### config.mk
export PLATFORM = sky130hd
export DESIGN_NAME = instr_fetch
export DESIGN_NICKNAME = d
export VERILOG_FILES = /design/src/rtl/fetch_pkg.sv /design/src/rtl/fetch_pc_gen.sv /design/src/rtl/instr_fetch.sv
export SDC_FILE = /design/constraint.sdc
export NUM_CORES = 1
export LEC_CHECK = 0
export BUFFER_PORTS_ARGS = -buffer_cell sky130_fd_sc_hd__clkbuf_2
export CAP_MARGIN = 20
export CORE_MARGIN = 3
export CORE_UTILIZATION = 35
export DETAILED_ROUTE_END_ITERATION = 16
export GPL_TIMING_DRIVEN = 0
export MAX_ROUTING_LAYER = met4
export SLEW_MARGIN = 20
export SYNTH_ARGS = -nofsm -noshare
export SYNTH_HDL_FRONTEND = slang
export SYNTH_SLANG_ARGS = --single-unit
### constraint.sdc
create_clock -name clk_in -period 1.98 [get_ports clk_in]
set_input_delay 0.396 -clock clk_in [delete_from_list [all_inputs] [get_ports clk_in]]
set_output_delay 0.396 -clock clk_in [all_outputs]
set_load 0.01 [all_outputs]
### src/rtl/fetch_pkg.sv
// Shared types and constants for the instruction fetch stage.
// Alignment fault checking is enabled by defining FETCH_ALIGN_CHECK_EN.
package fetch_pkg;

  localparam int unsigned INSTR_W       = 32;
  localparam logic [31:0] PC_INC        = 32'd4;
  localparam logic [31:0] NOP_INSTR     = 32'h0000_0013;
  localparam logic [31:0] PC_ALIGN_MASK = 32'hFFFF_FFFC;

  typedef enum logic [2:0] {
    S_IDLE,
    S_REQ,
    S_WAIT,
    S_HOLD,
    S_DRAIN,
    S_FAULT
  } fetch_state_t;

  typedef enum logic [1:0] {
    PC_SEL_HOLD,
    PC_SEL_INC,
    PC_SEL_REDIRECT
  } pc_sel_t;

endpackage

### src/rtl/fetch_pc_gen.sv
// Next-PC selection: hold, sequential increment of the fetched PC, or redirect target.
// Redirect targets are always forced to word alignment.
module fetch_pc_gen
  import fetch_pkg::*;
(
  input  pc_sel_t     sel_i,
  input  logic [31:0] pc_i,
  input  logic [31:0] req_pc_i,
  input  logic [31:0] redirect_pc_i,
  output logic [31:0] pc_next_o
);

  always_comb begin
    pc_next_o = pc_i;
    unique case (sel_i)
      PC_SEL_INC:      pc_next_o = req_pc_i + PC_INC;
      PC_SEL_REDIRECT: pc_next_o = redirect_pc_i & PC_ALIGN_MASK;
      default:         pc_next_o = pc_i;
    endcase
  end

endmodule

### src/rtl/instr_fetch.sv
// Instruction fetch stage: one outstanding imem read, redirect/flush, registered decoder output.
// Define FETCH_ALIGN_CHECK_EN to trap misaligned redirects in S_FAULT instead of masking them.
module instr_fetch
  import fetch_pkg::*;
#(
  parameter logic [31:0] RESET_PC = 32'h0000_0000
) (
  input  logic               clk_in,
  input  logic               rst_n_in,
  output logic               imem_req_valid_out,
  input  logic               imem_req_ready_in,
  output logic [31:0]        imem_addr_out,
  input  logic               imem_rsp_valid_in,
  input  logic [INSTR_W-1:0] imem_rsp_data_in,
  input  logic               redirect_valid_in,
  input  logic [31:0]        redirect_pc_in,
  output logic               instr_valid_out,
  input  logic               instr_ready_in,
  output logic [INSTR_W-1:0] instr_out,
  output logic [31:0]        pc_out,
  output logic               fault_out
);

  fetch_state_t       state_q, state_d;
  logic [31:0]        pc_q, pc_d;
  logic [31:0]        req_pc_q, req_pc_d;
  logic [INSTR_W-1:0] instr_q, instr_d;
  logic [31:0]        pc_out_q, pc_out_d;
  logic               instr_valid_q, instr_valid_d;
  pc_sel_t            pc_sel;
  logic               handshake, rsp;
  logic               bad_redirect, fault_pend;

  assign handshake = (state_q == S_REQ) && imem_req_ready_in;
  assign rsp       = imem_rsp_valid_in;

`ifdef FETCH_ALIGN_CHECK_EN
  logic fault_q, fault_d, pend_q, pend_d;

  assign bad_redirect = redirect_valid_in && (redirect_pc_in[1:0] != 2'b00);
  assign fault_pend   = pend_q;
  assign fault_out    = fault_q;

  // pend tracks a request still in flight while parked in S_FAULT, so leaving
  // the fault can drain its response instead of taking it as a fresh one.
  always_comb begin
    fault_d = fault_q;
    pend_d  = pend_q;
    if (redirect_valid_in) fault_d = bad_redirect;
    if (bad_redirect) begin
      pend_d = handshake ||
               (((state_q == S_WAIT) || (state_q == S_DRAIN)) && !rsp) ||
               ((state_q == S_FAULT) && pend_q && !rsp);
    end else if ((state_q != S_FAULT) || rsp || redirect_valid_in) begin
      pend_d = 1'b0;
    end
  end

  always_ff @(posedge clk_in or negedge rst_n_in) begin
    if (!rst_n_in) begin
      fault_q <= 1'b0;
      pend_q  <= 1'b0;
    end else begin
      fault_q <= fault_d;
      pend_q  <= pend_d;
    end
  end
`else
  assign bad_redirect = 1'b0;
  assign fault_pend   = 1'b0;
  assign fault_out    = 1'b0;
`endif

  fetch_pc_gen u_pc_gen (
    .sel_i        (pc_sel),
    .pc_i         (pc_q),
    .req_pc_i     (req_pc_q),
    .redirect_pc_i(redirect_pc_in),
    .pc_next_o    (pc_d)
  );

  always_comb begin
    state_d       = state_q;
    pc_sel        = PC_SEL_HOLD;
    req_pc_d      = req_pc_q;
    instr_d       = instr_q;
    pc_out_d      = pc_out_q;
    instr_valid_d = instr_valid_q;
    if (redirect_valid_in) begin
      instr_valid_d = 1'b0;
      if (bad_redirect) begin
        state_d = S_FAULT;
      end else begin
        pc_sel = PC_SEL_REDIRECT;
        // Any request already accepted must have its response drained.
        unique case (state_q)
          S_REQ:           state_d = handshake ? S_DRAIN : S_REQ;
          S_WAIT, S_DRAIN: state_d = rsp ? S_REQ : S_DRAIN;
          S_FAULT:         state_d = (fault_pend && !rsp) ? S_DRAIN : S_REQ;
          default:         state_d = S_REQ;
        endcase
      end
    end else begin
      unique case (state_q)
        S_IDLE: state_d = S_REQ;
        S_REQ: begin
          if (handshake) begin
            state_d  = S_WAIT;
            req_pc_d = pc_q;
          end
        end
        S_WAIT: begin
          if (rsp) begin
            state_d       = S_HOLD;
            instr_d       = imem_rsp_data_in;
            pc_out_d      = req_pc_q;
            instr_valid_d = 1'b1;
            pc_sel        = PC_SEL_INC;
          end
        end
        S_HOLD: begin
          if (instr_ready_in) begin
            state_d       = S_REQ;
            instr_valid_d = 1'b0;
          end
        end
        S_DRAIN: if (rsp) state_d = S_REQ;
        default: state_d = state_q;
      endcase
    end
  end

  always_ff @(posedge clk_in or negedge rst_n_in) begin
    if (!rst_n_in) begin
      state_q       <= S_IDLE;
      pc_q          <= RESET_PC;
      req_pc_q      <= RESET_PC;
      instr_q       <= NOP_INSTR;
      pc_out_q      <= RESET_PC;
      instr_valid_q <= 1'b0;
    end else begin
      state_q       <= state_d;
      pc_q          <= pc_d;
      req_pc_q      <= req_pc_d;
      instr_q       <= instr_d;
      pc_out_q      <= pc_out_d;
      instr_valid_q <= instr_valid_d;
    end
  end

  assign imem_req_valid_out = (state_q == S_REQ);
  assign imem_addr_out      = pc_q;
  assign instr_valid_out    = instr_valid_q;
  assign instr_out          = instr_q;
  assign pc_out             = pc_out_q;

endmodule

==> results of run 1 <==
==> critical path, delay by kind of cell, from the launching register on <==
family                 cells  cell delay (ns)
AND/OR/NAND/NOR            3             0.58
flip-flops                 1             0.50
buffers and inverters      1             0.30
XOR/XNOR                   1             0.17
AO/OA/AOI/OAI              1             0.14
==> worst paths after layout <==
path	endpoint	slack [ns]	cells after the start
max in group asynchronous	req_pc_q[2]$_DFFE_PN0P_	1.26	2
min in group clk_in	instr_out[0]$_DFFE_PN1P_	0.15	3
worst max-delay path	imem_addr_out[31]$_DFFE_PN0P_	0.14	6
worst max register to register	imem_addr_out[31]$_DFFE_PN0P_	0.14	6
worst min-delay path	pc_out[26]$_DFFE_PN0P_	-0.006	1
worst min register to register	instr_out[1]$_DFFE_PN1P_	0.46	2
==> registers in the layout (all words and copies together), names as in the netlist <==
name             flops
instr_out           32
pc_out              32
req_pc_q            32
state_q              3
imem_addr_out       32
instr_valid_out      1
==> final cells by class <==
class	instances	share of cell area
plain buffers	37	0.0238
clock buffers	23	0.0627
clock inverters	6	0.00722
inverters	2	0.000985
multi-input cells	433	0.316
flip-flops and latches	132	0.434
well taps	216	0.0354
repair buffers	170	0.119
==> per-layer routing <==
metal  share of wire  vias up  GRT usage  routed length [um]
li1                -     2393          -                   -
met1            0.48     2343      0.258                7720
met2            0.46      133      0.281                7420
met3           0.055       13     0.0487                 892
met4           0.010        0     0.0454                 164
met5               0        -          -                   0
==> synth_stat cells (3+ instances only) <==
cell / number
buf_2: 6
o31ai_1: 6
a21o_2: 3
and3_1: 5
clkbuf_1: 23
buf_4: 5
dfstp_2: 3
nand2_1: 235
dfrtp_1: 129
o221ai_1: 9
nor2_1: 17
xor2_1: 16
a21oi_1: 18
nand4_1: 14
and3_2: 3
nor3b_1: 7
o21ai_0: 20
nand3_1: 13
xnor2_1: 5
mux2_2: 28
mux2_1: 4
mux2i_1: 4
==> through the flow <==
step	setup WS (ns)	std cells	utilization	setup TNS (ns)	hold slack, ns
after global placement	-1.73	985	0.431	-238.07	0.448
after detailed placement	-0.246	986	0.433	-15.34	0.452
after global routing	-0.00831	1019	0.473	-0.00831	0.0555
after CTS	0.0313	1016	0.470	0	0.0197
after floorplan	0.210	605	-	0	0.100
final	0.141	1019	0.473	0	-0.00644
==> cells by family after synthesis <==
| family | synth area share |
|---|---|
| multiplexers | 0.0683 |
| buffers and inverters | 0.0305 |
| AND/OR/NAND/NOR | 0.237 |
| XOR/XNOR | 0.0314 |
| flip-flops | 0.565 |
| AO/OA/AOI/OAI | 0.0658 |
| other | 0.000640 |
| adder cells (fa/ha/maj) | 0.00214 |
==> power by group <==
part	internal [mW]	total (mW)	switching, mW
logic	1.22	2.58	1.36
clock network	1.79	2.88	1.09
registers	3.55	4.32	0.768
total	6.56	9.78	3.22
==> timing repair <==
item | 4_1_cts | 5_1_grt
gates resized for setup | 10 | 14
buffers inserted | 2 | 3
setup endpoints to repair | 83 | 59
hold buffers | 0 | 0
pin swaps | 1 | 1
==> summary.md, run 1 <==
| Metric | Value |
|---|---|
| Pwr dens | `around 1300 nW/um^2` |
| Status | `finished, violations left` |
| Slew Viols, Final | `0` |
| Height of the chip | `135 um` |
| Skew final | `between 0.008 and 0.009 ns` |
| Peak supply drop | `between 700 and 800 uV` |
| DR pass1 iterations | `5` |
| Layout cells sized above 1 | `0.334` |
| NumNets Final | `864` |
| Max-cap violation count | `0` |
| First-pass GRT wire length | `roughly 26000 um` |
| Routed Antenna Nets | `0` |
| Initial core utilization | `0.364` |
| Vias per cell | `approximately 4.8` |
| Synth warn | `0` |
| Clk sink count | `132` |
| Final Cell Area | `around 7600 um^2` |
| Area fraction of the dominant cell type after synthesis | `0.551` |
| Launch point of the critical path | `req_pc_q[6]$_DFFE_PN0P_` |
| Min Tclk post-route | `1.84 ns` |
| Post-Syn Nets | `676` |
| F_max | `about 540 MHz` |
| Worst setup path class | `flip-flop to flip-flop` |
| GRT overflow | `0` |
| Period utilisation layout | `0.929` |
| TritonCTS clock tree | `built` |
| CTS root buf | `clkbuf_16` |
| RSZ-0062 raised after global routing | `yes` |
| Area growth syn-to-layout | `30.2%` |
| Crit-path max FO | `10` |
| Routability Congestion | `~0.81` |
| Worst Path Arrival | `2.11 ns` |
| Post-Synthesis Cell Area | `between 5000 and 6000 um^2` |
| Final hold vios | `2` |
| Cell taking the most area after synthesis | `dfrtp_1` |
| Post-synthesis sequential area ratio | `0.565` |
| Worst Setup End Kind | `flip-flop` |
| Clock transition at the registers of the reported paths | `0.06 ns` |
| Post-synth ARST share | `1.00` |
| Largest net degree at the start of global routing | `a little under 80` |
| Crit-path max cell delay | `0.50 ns` |
| Worst Hold Class | `primary input to async pin` |
| Most frequent cells in the layout | `nand2_1 (235), clkbuf_2 (171), dfrtp_1 (126), mux2_2 (28), o21ai_0 (20)` |
| Placeable Area | `16100 um^2` |
| Vias in the first global route | `approximately 4700` |
| Lkg Pwr | `slightly below 4 nW` |
| Clock Path Buffers | `2` |
| Multi-input logic area | `between 2000 and 2500 um^2` |
| Antenna violations before repair | `0` |
| Fillers | `around 1600` |
| Rel. slew slack | `0.557` |
| Chip Width | `around 140 um` |
| Slowest CP cell | `dfrtp_1` |
| Final wirelength | `approximately 16000 um` |
| ANT cells | `0` |
| Register area | `approximately 3300 um^2` |
| CTS Buf Count | `17` |
| I/O pin cnt | `around 170` |
| Pin slew with the least headroom to its limit | `between 0.6 and 0.7 ns` |
| Worst-Skew Late Latency | `about 0.42 ns` |
| Mapped Cells | `around 610` |
| Worst EP required | `approximately 2.3 ns` |
| Total GRT Usage | `0.188` |
| Port Buffers | `roughly 160` |
| Rows | `46` |
| Top post-synthesis cells by area | `dfrtp_1 (55%), nand2_1 (15%), mux2_2 (5.4%), xor2_1 (2.4%), o21ai_0 (1.7%)` |
| DR WL/cell | `~16 um` |
| Netlist cell types | `49` |
| Crit path cell chain | `nand3_1 > nor2_2 > clkbuf_4 > nand4_1 > xor2_1 > o221ai_1` |
| Dpl cell area | `6990 um^2` |
| Post-synth EDFFs | `0` |
| Iter 0 DRT Violations | `roughly 270` |
| H-tree levels | `4` |
| Detail Placement HPWL | `around 11000 um` |
| Startpoint type of the worst setup path | `flip-flop` |
| Min Hold Slack | `-0.00644 ns` |
| Final Power | `9.78 mW` |
| Most common cell after layout, fill and taps aside | `nand2_1` |
| Top FF cell, synth | `dfrtp_1` |
| Critical R2R Launch | `req_pc_q[6]$_DFFE_PN0P_` |
| Syn Area/Cell | `just under 10 um^2` |
| Die Area | `between 15000 and 20000 um^2` |
| Synth Register Bits | `roughly 130` |
| Violated checks | `negative hold slack` |
| DR vias | `between 4000 and 5000` |
| Final Setup Violations | `0` |
| DR DRC count | `0` |
(Power assumes the default switching activity.)
==> run 2, diff against run 1 <==
--- a/config.mk
+++ b/config.mk
@@ -8,10 +8,11 @@
 export BUFFER_PORTS_ARGS = -buffer_cell sky130_fd_sc_hd__clkbuf_2
 export CAP_MARGIN = 20
 export CORE_MARGIN = 3
-export CORE_UTILIZATION = 35
+export CORE_UTILIZATION = 50
 export DETAILED_ROUTE_END_ITERATION = 16
 export GPL_TIMING_DRIVEN = 0
 export MAX_ROUTING_LAYER = met4
+export PLACE_DENSITY = 0.77
 export SLEW_MARGIN = 20
 export SYNTH_ARGS = -nofsm -noshare
 export SYNTH_HDL_FRONTEND = slang
==> run 2 against run 1 <==
Compared with the run above: utilization is 20 points higher; clock power is 1% higher; the flow now finishes without violations; sequential share of layout area is 0.72 points higher.
==> summary.md, run 2 (synthesis gave the netlist of run 1 again) <==
| Metric | Value |
|---|---|
| Max-cap violation count | `0` |
| Worst setup path class | `flip-flop to flip-flop` |
| GRT overflow | `0` |
| Detail Placement HPWL | `11100 um` |
| Period utilisation layout | `0.960` |
| CTS Buf Count | `17` |
| Worst EP required | `between 2 and 2.5 ns` |
| Initial core utilization | `0.527` |
| RSZ-0062 raised after global routing | `no` |
| Final Setup Violations | `0` |
| Clock Path Buffers | `2` |
| Skew final | `between 0.01 and 0.015 ns` |
| Peak supply drop | `731 uV` |
| Reg2reg setup slack | `0.08 ns` |
| Routed met1 length | `roughly 6600 um` |
| Clock transition at the registers of the reported paths | `0.06 ns` |
| ANT cells | `0` |
| Die Area | `13100 um^2` |
| R2R depth | `6` |
| Comb power frac | `0.263` |
| Rel. slew slack | `0.561` |
| Vias per cell | `~5.3` |
| Final hold vios | `0` |
| CTS root buf | `clkbuf_16` |
| Met2 wire length | `7360 um` |
| Worst Path Arrival | `~2.2 ns` |
| Worst Hold Class | `primary input to async pin` |
| NumNets Final | `860` |
| Setup TNS | `0 ns` |
| Routed Antenna Nets | `0` |
| Vias in the first global route | `just over 5000` |
| I/O pin cnt | `169` |
| Pwr dens | `between 1000 and 1500 nW/um^2` |
| Launch point of the critical path | `state_q[0]$_DFFE_PN0P_` |
| Port Buffers | `~160` |
| Chip Width | `about 110 um` |
| Sequential Power Share | `0.439` |
| Startpoint type of the worst setup path | `flip-flop` |
| Rows | `38` |
| Routability Congestion | `about 0.86` |
| Net Sw Frac | `0.332` |
| Worst-Skew Late Latency | `approximately 0.41 ns` |
| DR vias | `about 5000` |
| Placeable Area | `roughly 11000 um^2` |
| F_max | `between 500 and 600 MHz` |
| Layout cells sized above 1 | `0.331` |
| Iter 0 DRT Violations | `~450` |
| Final worst slack | `between 0.07 and 0.08 ns` |
| Lkg Pwr | `3.92 nW` |
| Height of the chip | `roughly 110 um` |
| Final wirelength | `15200 um` |
| Total GRT Usage | `0.248` |
| Min Hold Slack | `around 0.00043 ns` |
| First-pass GRT wire length | `~25000 um` |
| Min Tclk post-route | `roughly 1.9 ns` |
| Status | `completed` |
| Internal Power | `around 6.6 mW` |
| Worst Setup End Kind | `flip-flop` |
| Switch Pwr | `3.25 mW` |
| Final Cell Area | `7490 um^2` |
| Most common cell after layout, fill and taps aside | `nand2_1` |
| Critical R2R Launch | `state_q[0]$_DFFE_PN0P_` |
| Antenna violations before repair | `0` |
| DR pass1 iterations | `5` |
| Uppermost routed layer | `met4` |
| Clock share of power | `0.298` |
| Pre-CTS setup slack | `-0.175 ns` |
| Area growth syn-to-layout | `27.9%` |
| H-tree levels | `4` |
| Routed wl met3 | `about 1000 um` |
| Largest net degree at the start of global routing | `between 80 and 90` |
| Final Power | `roughly 9.8 mW` |
| Crit-path max FO | `10` |
| Dpl cell area | `roughly 7000 um^2` |
| DR WL/cell | `approximately 16 um` |
| Pin slew with the least headroom to its limit | `around 0.66 ns` |
| DR DRC count | `0` |
| TritonCTS clock tree | `built` |
| Slew Viols, Final | `0` |
| Clk sink count | `around 130` |
| Most frequent cells in the layout | `nand2_1 (235), clkbuf_2 (171), dfrtp_1 (128), mux2_2 (28), o21ai_0 (20)` |
==> run 2: stage by stage <==
step,instances,utilization
global route,941,0.674
floorplan,605,-
global placement,909,0.616
finish,941,0.674
detailed placement,910,0.619
CTS,942,0.671
==> run 2: power groups by stage <==
stage | clock network, mW | registers (mW) | logic [mW]
after floorplan | 0 | 4.41 | 1.35
after global routing | 3.09 | 4.43 | 2.86
after detailed placement | 0 | 4.33 | 2.57
after global placement | 0 | 4.28 | 2.47
after CTS | 2.97 | 4.29 | 2.59
final | 2.92 | 4.31 | 2.58
==> run 2: layout make-up <==
cell class	count	area, um^2
clock buffer	21	470
multi-input combinational	433	2410
inverter	2	7.51
clock inverter	10	82.6
sequential	132	3310
timing repair buffer	166	865
tap	140	175
fill	875	3630
buffer	37	178
==> run 2: what timing repair did <==
item | in CTS | in global routing
pin swaps | 1 | 0
gates resized for setup | 7 | 12
endpoints found under the setup margin | 81 | 111
hold buffers | 0 | 0
buffers inserted | 1 | 0
==> run 2: path summary, 6_finish.rpt <==
kind	endpoint
worst max register to register	req_pc_q[0]$_DFFE_PN0P_
min in group clk_in	instr_out[0]$_DFFE_PN1P_
worst min register to register	instr_out[4]$_DFFE_PN1P_
worst max-delay path	req_pc_q[0]$_DFFE_PN0P_
worst min-delay path	pc_out[25]$_DFFE_PN0P_
max in group asynchronous	req_pc_q[2]$_DFFE_PN0P_
==> run 2: critical path, cell delays in order (launching register included) <==
cell and delay (ns):
dfrtp_1 0.45, nor2b_2 0.24, and2b_1 0.17, nand2_1 0.12, nor2_4 0.19, buf_4 0.24
mux2_2 0.37
==> run 2: per-layer routing <==
layer / vias to the layer above / track usage
met4: 0 / 0.0879
met5: - / -
li1: 2382 / -
met3: 23 / 0.0560
met1: 2390 / 0.324
met2: 186 / 0.385
